==> config.mk <==
export PLATFORM = sky130hd
export DESIGN_NAME = seg_scan_decoder
export DESIGN_NICKNAME = d
export VERILOG_FILES = /design/src/rtl/seg_pkg.sv /design/src/rtl/seg7_to_hex.sv /design/src/rtl/seg_scan_decoder.sv
export SDC_FILE = /design/constraint.sdc
export NUM_CORES = 1
export LEC_CHECK = 0
export BUFFER_PORTS_ARGS = -buffer_cell sky130_fd_sc_hd__buf_2
export CAP_MARGIN = 5
export CELL_PAD_IN_SITES_DETAIL_PLACEMENT = 0
export CELL_PAD_IN_SITES_GLOBAL_PLACEMENT = 1
export CORE_ASPECT_RATIO = 1.5
export CORE_MARGIN = 4
export CORE_UTILIZATION = 52
export CTS_CLUSTER_DIAMETER = 100
export DETAILED_ROUTE_END_ITERATION = 7
export PLACE_DENSITY_LB_ADDON = 0.05
export SYNTH_ARGS = -nofsm -noshare
export SYNTH_HDL_FRONTEND = slang
export SYNTH_SLANG_ARGS = --single-unit
==> constraint.sdc <==
create_clock -name clk -period 10.13 [get_ports clk]
set_input_delay 1.013 -clock clk [delete_from_list [all_inputs] [get_ports clk]]
set_output_delay 1.013 -clock clk [all_outputs]
set_load 0.02 [all_outputs]
==> src/rtl/seg_pkg.sv <==
// rtl/seg_pkg.sv - shared constants, state type and helpers for the 7-segment scan decoder
package seg_pkg;

    localparam int NUM_DIGITS = 8;

    // Active-low segment patterns, bit order {g,f,e,d,c,b,a}
    localparam logic [6:0] SEG_0     = 7'b1000000;
    localparam logic [6:0] SEG_1     = 7'b1111001;
    localparam logic [6:0] SEG_2     = 7'b0100100;
    localparam logic [6:0] SEG_3     = 7'b0110000;
    localparam logic [6:0] SEG_4     = 7'b0011001;
    localparam logic [6:0] SEG_5     = 7'b0010010;
    localparam logic [6:0] SEG_6     = 7'b0000010;
    localparam logic [6:0] SEG_7     = 7'b1111000;
    localparam logic [6:0] SEG_8     = 7'b0000000;
    localparam logic [6:0] SEG_9     = 7'b0010000;
    localparam logic [6:0] SEG_A     = 7'b0001000;
    localparam logic [6:0] SEG_B     = 7'b0000011;
    localparam logic [6:0] SEG_C     = 7'b1000110;
    localparam logic [6:0] SEG_D     = 7'b0100001;
    localparam logic [6:0] SEG_E     = 7'b0000110;
    localparam logic [6:0] SEG_F     = 7'b0001110;
    localparam logic [6:0] SEG_BLANK = 7'b1111111;

    typedef enum logic [1:0] {IDLE, SETTLE, CAPTURE, HOLD} scan_state_t;

    function automatic logic one_hot_low(input logic [NUM_DIGITS-1:0] com);
        return $countones(~com) == 1;
    endfunction

    function automatic logic [2:0] low_index(input logic [NUM_DIGITS-1:0] com);
        logic [2:0] idx;
        idx = '0;
        for (int i = 0; i < NUM_DIGITS; i++) begin
            if (!com[i]) idx = 3'(i);
        end
        return idx;
    endfunction

endpackage

==> src/rtl/seg7_to_hex.sv <==
// rtl/seg7_to_hex.sv - combinational active-low 7-segment pattern to hex nibble decoder
module seg7_to_hex
    import seg_pkg::*;
(
    input  logic [6:0] pattern,
    output logic [3:0] nibble,
    output logic       valid
);

    always_comb begin
        nibble = 4'h0;
        valid  = 1'b1;
        case (pattern)
            SEG_0:     nibble = 4'h0;
            SEG_1:     nibble = 4'h1;
            SEG_2:     nibble = 4'h2;
            SEG_3:     nibble = 4'h3;
            SEG_4:     nibble = 4'h4;
            SEG_5:     nibble = 4'h5;
            SEG_6:     nibble = 4'h6;
            SEG_7:     nibble = 4'h7;
            SEG_8:     nibble = 4'h8;
            SEG_9:     nibble = 4'h9;
            SEG_A:     nibble = 4'hA;
            SEG_B:     nibble = 4'hB;
            SEG_C:     nibble = 4'hC;
            SEG_D:     nibble = 4'hD;
            SEG_E:     nibble = 4'hE;
            SEG_F:     nibble = 4'hF;
            SEG_BLANK: nibble = 4'h0;
            default:   valid  = 1'b0;
        endcase
    end

endmodule

==> src/rtl/seg_scan_decoder.sv <==
// rtl/seg_scan_decoder.sv - rebuilds the 32-bit value from a scanned 8-digit 7-segment display
// Optional error counter output enabled by defining SEG_SCAN_ERR_CNT_EN.
module seg_scan_decoder
    import seg_pkg::*;
#(
    parameter int STABLE_CYCLES  = 4,
    parameter int TIMEOUT_CYCLES = 1000000
) (
    input  logic        clk,
    input  logic        reset,
    input  logic [7:0]  segcom,
    input  logic [6:0]  seg,
    output logic [31:0] value,
    output logic        value_valid,
    output logic [7:0]  digit_mask,
    output logic        pattern_err,
    output logic        stale
`ifdef SEG_SCAN_ERR_CNT_EN
    ,
    output logic [15:0] err_count
`endif
);

    localparam logic [7:0]  STABLE_MAX  = 8'(STABLE_CYCLES);
    localparam logic [23:0] TIMEOUT_MAX = 24'(TIMEOUT_CYCLES);

    // Sample layout: {segcom[7:0], seg[6:0]}
    logic [14:0] samp_meta;
    logic [14:0] samp;
    logic [14:0] samp_prev;
    logic [14:0] cap;
    logic [7:0]  stab_cnt;
    logic [7:0]  stab_next;
    logic [23:0] idle_cnt;
    logic [23:0] idle_next;
    logic [31:0] shadow;
    logic [3:0]  dec_nibble;
    logic        dec_valid;
    logic [2:0]  cap_idx;
    logic        com_ok;
    logic        good_capture;
    scan_state_t state;

    seg7_to_hex u_dec (
        .pattern (cap[6:0]),
        .nibble  (dec_nibble),
        .valid   (dec_valid)
    );

    assign com_ok       = one_hot_low(samp[14:7]);
    assign cap_idx      = low_index(cap[14:7]);
    assign good_capture = (state == CAPTURE) && dec_valid;

    assign stab_next = (samp != samp_prev)      ? 8'd1 :
                       (stab_cnt >= STABLE_MAX) ? STABLE_MAX : stab_cnt + 8'd1;

    assign idle_next = good_capture                ? 24'd0 :
                       (idle_cnt >= TIMEOUT_MAX)   ? TIMEOUT_MAX : idle_cnt + 24'd1;

    always_ff @(posedge clk or negedge reset) begin
        if (!reset) begin
            samp_meta <= '1;
            samp      <= '1;
            samp_prev <= '1;
            stab_cnt  <= '0;
        end else begin
            samp_meta <= {segcom, seg};
            samp      <= samp_meta;
            samp_prev <= samp;
            stab_cnt  <= stab_next;
        end
    end

    always_ff @(posedge clk or negedge reset) begin
        if (!reset) begin
            state       <= IDLE;
            cap         <= '1;
            shadow      <= '0;
            digit_mask  <= '0;
            pattern_err <= 1'b0;
            value       <= '0;
            value_valid <= 1'b0;
            idle_cnt    <= '0;
            stale       <= 1'b0;
        end else begin
            value_valid <= 1'b0;
            case (state)
                IDLE: begin
                    if (com_ok) state <= SETTLE;
                end
                SETTLE: begin
                    if (!com_ok) begin
                        state <= IDLE;
                    end else if (stab_next == STABLE_MAX) begin
                        state <= CAPTURE;
                        cap   <= samp;
                    end
                end
                CAPTURE: begin
                    state <= HOLD;
                    if (dec_valid) begin
                        shadow[{cap_idx, 2'b00} +: 4] <= dec_nibble;
                        digit_mask[cap_idx]           <= 1'b1;
                    end else begin
                        pattern_err <= 1'b1;
                    end
                end
                HOLD: begin
                    // Re-arm only on a change so a digit is captured once per appearance
                    if (samp != cap) state <= com_ok ? SETTLE : IDLE;
                end
                default: state <= IDLE;
            endcase

            // A completing capture is always followed by HOLD, so this never collides with CAPTURE
            if (digit_mask == 8'hFF) begin
                value       <= shadow;
                value_valid <= 1'b1;
                digit_mask  <= '0;
                pattern_err <= 1'b0;
            end

            idle_cnt <= idle_next;
            stale    <= (idle_next == TIMEOUT_MAX);
        end
    end

`ifdef SEG_SCAN_ERR_CNT_EN
    always_ff @(posedge clk or negedge reset) begin
        if (!reset) begin
            err_count <= '0;
        end else if ((state == CAPTURE) && !dec_valid && (err_count != 16'hFFFF)) begin
            err_count <= err_count + 16'd1;
        end
    end
`endif

endmodule

# Word-level counts from Yosys, hierarchy flattened
# Cells that the tools add are included.
# totals
ff_bits,169
latch_bits,0
mem_bits_rw,0
mem_bits_ro,0
inputBits,17
out_inout_bits,43
elab_cells,101
memories,0
# classes
addsub,10
multipliers,0
div_mod_pow,0
magnitude_cmp,4
eq_ne,29
shift,2
muxes,29
n_bitwise,2
n_reduce_logical,12
# op_table
operator,n
$pmux W4 S15,1
$mux W24,2
$mux W8,5
$eq A7 B7 Y1 const B,5
$bwmux W32,1
$shift A4 B7 Y32 const A,1
$shiftx A4 B7 Y32,1
$ne A15 B15 Y1,2
$add A24 B1 Y24 const B,1
$eq A24 B20 Y1 const B,1
$ge A24 B20 Y1 const B,1
$eq A7 B5 Y1 const B,3
$eq A7 B6 Y1 const B,3
$mux W3,6
$reduce_or A17 Y1,1
$eq A7 B2 Y1 const B,2
$eq A7 B4 Y1 const B,2
$add A1 B1 Y2,4
$add A8 B1 Y8 const B,1
$eq A8 B3 Y1 const B,1
$eq A8 B8 Y1 const B,1
$ge A8 B3 Y1 const B,1
$mux W1,8
$mux W2,4
22 further kinds,30

# Longest topological paths before layout
# logic_depth
depth_word,15
ltp_mapped,13
mapped_depth_nobuf,13

# Cells and area by module
# A second synthesis with hierarchy kept.
# unflattened
hier_cells,568
hier_area_um2,7363.3
# modules_own_cells
module,instances,cells_each,area_per_inst_um2,seq_area_each_um2
seg_scan_decoder,1,515,6974.2,4304.1
seg7_to_hex,1,53,389.1,0.0

# Least setup slack after synthesis
# Ideal clock, no wire load.
# synth_timing
path_kind,reg-to-reg
start,register samp[8]
end,register cap[10]
t_arrival_ns,3.796
path_slack_ns,6.252
stages_incl_launch_ff,14
n_path_buf,1
synth_period_minus_slack_ns,3.878
cell_sequence,dfstp_2 > fa_1 > inv_1 > fa_1 > fa_1 > ha_1 > inv_1 > fa_1 > a211oi_1 > mux2i_1 > nor2_1 > nand4_1 > clkbuf_1 > mux2_2
# synth_via
elab_chain_cells,6
elab_cells_between_ends,9
# synth_rtl
item,line,source
"start, declared",seg_scan_decoder.sv:29,logic [14:0] samp;
"start signal, assigned",seg_scan_decoder.sv:68,samp <= samp_meta;
$not A8 Y8,seg_pkg.sv:28,return $countones(~com) == 1;
$add A1 B1 Y2 (implied by the code),seg_pkg.sv:28,
$add A2 B2 Y3 (implied by the code),seg_pkg.sv:28,
$add A3 B3 Y4 (implied by the code),seg_pkg.sv:28,
$eq A4 B1 Y1,seg_pkg.sv:28,
$reduce_and A3 Y1 (no line) (*),-,
"end signal, assigned",seg_scan_decoder.sv:96,cap <= samp;
"end, declared",seg_scan_decoder.sv:31,logic [14:0] cap;
# Mark *: on every way between the ends. The rest lies on a longest branch, timed or not.
# A chain may end at the register's enable or synchronous reset.

# Worst setup path in the final report
# layout_timing
start,register samp[8]
end,register cap[5]
# Same word-level chain as after synthesis.

==> flow_metrics.py <==
metrics = {
    "drt": {
        "wirelength_mm": 15.1,
        "vias_per_cell": 5.48,
        "drc": 0,
        "wl_per_cell_um": 16.3,
        "ant_nets": 0,
        "drt_pass1_iterations": 4,
        "vias": 5082,
        "first_iter_violations": 205,
    },
    "grt": {
        "antenna_found_initial": 0,
        "grt_usage": 0.194,
        "grt_pass1_wl_mm": 25.6,
        "grt_max_degree": 88,
        "first_global_vias": 5091,
        "gr-total-overflow": 0,
    },
    "clocking": {
        "cts-root-buf": "clkbuf_16",
        "clock_path_buffers": 2,
        "cts-hold-fix-buffers": 0,
        "cts.sinks": 169,
        "tritoncts": "built",
        "ctsResizeCount": 0,
        "htree_levels": 4,
        "clk_pin_slew_worst_paths_ns": 0.07,
        "cts_made_buffers": 17,
        "post-cts-setup-buffers": 0,
        "clk_latency_ns": 0.42,
    },
    "finish": {
        "syn_to_final_growth_pct": 13.1,
        "mostFrequentLayoutCell": "nand2_1",
        "final-seq-area_mm2": 0.00430,
        "fill_cells": 1222,
        "drive_gt1_frac": 0.260,
        "final_cell_area_mm2": 0.00857,
        "diodes": 0,
        "final_net_count": 752,
        "multiInputGateArea_mm2": 0.00302,
        "final_cell_mix": "125 x nand2_1, 109 x dfrtp_1, 60 x dfstp_2",
        "finalNonFillerCells": 927,
    },
    "yosys": {
        "synth.ff_latch_count": 169,
        "yosysUniqueCellTypes": 70,
        "ys_seq_area_frac": 0.568,
        "syn_inst": 669,
        "ys.flop_type": "dfrtp_1",
        "synthesis.area_mm2": 0.00758,
        "synth_area_per_cell_um2": 11.3,
        "synth_edf_count": 0,
        "async_flop_share": 1.00,
        "ys_warn_count": 0,
    },
    "pwr": {
        "leakagePower_nw": 3.95,
        "peakVddDrop_uv": 110,
        "total_power_mw": 1.40,
        "powerDensity_mw_per_mm2": 164,
    },
    "floorplan": {
        "die_h_um": 156,
        "initial_utilization": 0.534,
        "ios": 60,
        "core_area_mm2": 0.0142,
        "placement_rows": 53,
        "dieArea_mm2": 0.0166,
        "die_w_um": 107,
    },
    "hold_path": {
        "min-delay-start": "samp_meta[11]$_DFF_PN1_",
        "worstHoldPathType": "flip-flop to flip-flop",
        "whs_path_depth": 0,
        "hold_end": "samp[11]$_DFF_PN1_",
    },
    "setup_path": {
        "reg2regPathDepth": 12,
        "startpoint_type": "flip-flop",
        "reg2reg_setup_slack_ns": 5.56,
        "cp.arrival_ns": 4.92,
        "end_kind": "flip-flop",
        "crit_start": "samp[8]$_DFF_PN1_",
        "rr_startpoint": "samp[8]$_DFF_PN1_",
        "crit_fanout": 16,
        "crit_required_ns": 10.48,
        "crit_type": "flip-flop to flip-flop",
        "r2r-end": "cap[5]$_DFFE_PN1P_",
    },
    "place": {
        "place_hpwl_mm": 10.4,
        "port_buffers": 59,
        "dp.cells": 895,
        "place_area_mm2": 0.00797,
        "gp_congestion": 0.861,
    },
    "sta": {
        "tightest_slew_ns": 1.21,
        "hold_viol_final": 0,
        "whs_ns": 0.353,
        "rsz0062_at_grt": "no",
        "setup_violations": 0,
        "fmax_ghz": 0.219,
        "finalSetupTns_ns": 0,
        "finalMaxSlewViolations": 0,
        "slew_headroom": 0.191,
        "min_period_ns": 4.57,
        "finalCritPeriodShare": 0.451,
        "skew_ns": 0.00937,
    },
    "flow_run": {
        "drv_cap": 0,
    },
    "run_status": {
        "status": "complete, no violations",
    },
}
==> sequential cells by signal, indices dropped and copies added, names as in the netlist, named ones only <==
signal,cells
shadow,32
value,32
idle_cnt,24
cap,15
samp,15
samp_meta,15
samp_prev,15
digit_mask,8
stab_cnt,8
pattern_err,1
stale,1
state,1
value_valid,1
==> cells in the mapped netlist, types with 3 or more instances <==
library cell    n  area [um2]
mux2_2         20         225
fa_1            4        80.1
o2bb2ai_1       9        78.8
or4_1           4        30.0
mux2_1         13         146
a211oi_4        3        60.1
o211ai_2        3        37.5
nor3b_1         5        37.5
a21oi_1        15        75.1
a32o_1          6        60.1
ha_1            9         113
o21ai_0        11        55.1
a22o_1          5        43.8
clkbuf_1       17        63.8
nor4_1         11        68.8
xnor2_1        24         210
nor2_1         26        97.6
o211ai_1        3        22.5
inv_1          24        90.1
xor2_1         28         245
nor3_1         21         105
nand3_1        17        85.1
dfstp_2        60        1580
nand2b_1        5        31.3
dfrtp_1       109        2730
nand4_1        20         125
buf_6           7        78.8
and3_1          6        37.5
buf_2           4        20.0
nand2_1       125         469
buf_1           5        18.8
==> layout make-up <==
class / instances / share of cell area
inverters: 24 / 0.0105
multi-input cells: 449 / 0.352
well taps: 192 / 0.0280
clock inverters: 15 / 0.0204
repair buffers: 61 / 0.0369
clock buffers: 17 / 0.0496
flip-flops and latches: 169 / 0.502
==> report_power, final <==
group | total, mW | leakage, nW | internal [mW] | switching, mW
logic | 0.0531 | 1.58 | 0.0210 | 0.0322
registers | 0.706 | 2.08 | 0.695 | 0.0109
clock network | 0.643 | 0.291 | 0.334 | 0.309
total | 1.40 | 3.95 | 1.05 | 0.352
==> how the worst max path moves through the flow <==
| stage | endpoint | slack [ns] | cells past startpoint |
|---|---|---|---|
| 2_1_floorplan | cap[10]$_DFFE_PN1P_ | 6.25 | 13 |
| 3_3_place_gp | cap[0]$_DFFE_PN1P_ | 5.80 | 12 |
| 3_5_place_dp | cap[5]$_DFFE_PN1P_ | 5.55 | 12 |
| 4_1_cts | cap[5]$_DFFE_PN1P_ | 5.55 | 12 |
| 5_1_grt | cap[11]$_DFFE_PN1P_ | 5.25 | 12 |
| 6_report | cap[5]$_DFFE_PN1P_ | 5.56 | 12 |
==> critical path, cell delays in order, from the launching register on <==
cell and delay (ns):
dfstp_2 0.59, fa_1 0.42, inv_1 0.08, fa_1 0.43, fa_1 0.50, ha_1 0.17, inv_1 0.06, fa_1 0.39
a211oi_1 0.22, mux2i_1 0.12, nor2_1 0.20, nand4_1 0.75, mux2_2 0.57
==> stage by stage <==
stage               setup WS, ns   util
finish                      5.56  0.604
global route                5.25  0.604
CTS                         5.55  0.604
detailed placement          5.55  0.562
global placement            5.80  0.562
floorplan                   6.25      -
==> cell families after synthesis <==
kind of cell / synth area share
flip-flops: 0.568
AO/OA/AOI/OAI: 0.0952
other: 0.000495
AND/OR/NAND/NOR: 0.161
multiplexers: 0.0517
XOR/XNOR: 0.0601
buffers and inverters: 0.0378
adder cells (fa/ha/maj): 0.0254
==> metal layers <==
metal  global-route usage  share of wire  routed length, um
met1                0.242           0.42               6340
met4               0.0786          0.028                427
met5                    0              0                  0
met2                0.335           0.52               7930
met3               0.0356          0.030                452
Note: power is estimated with default switching activity, not from simulation.
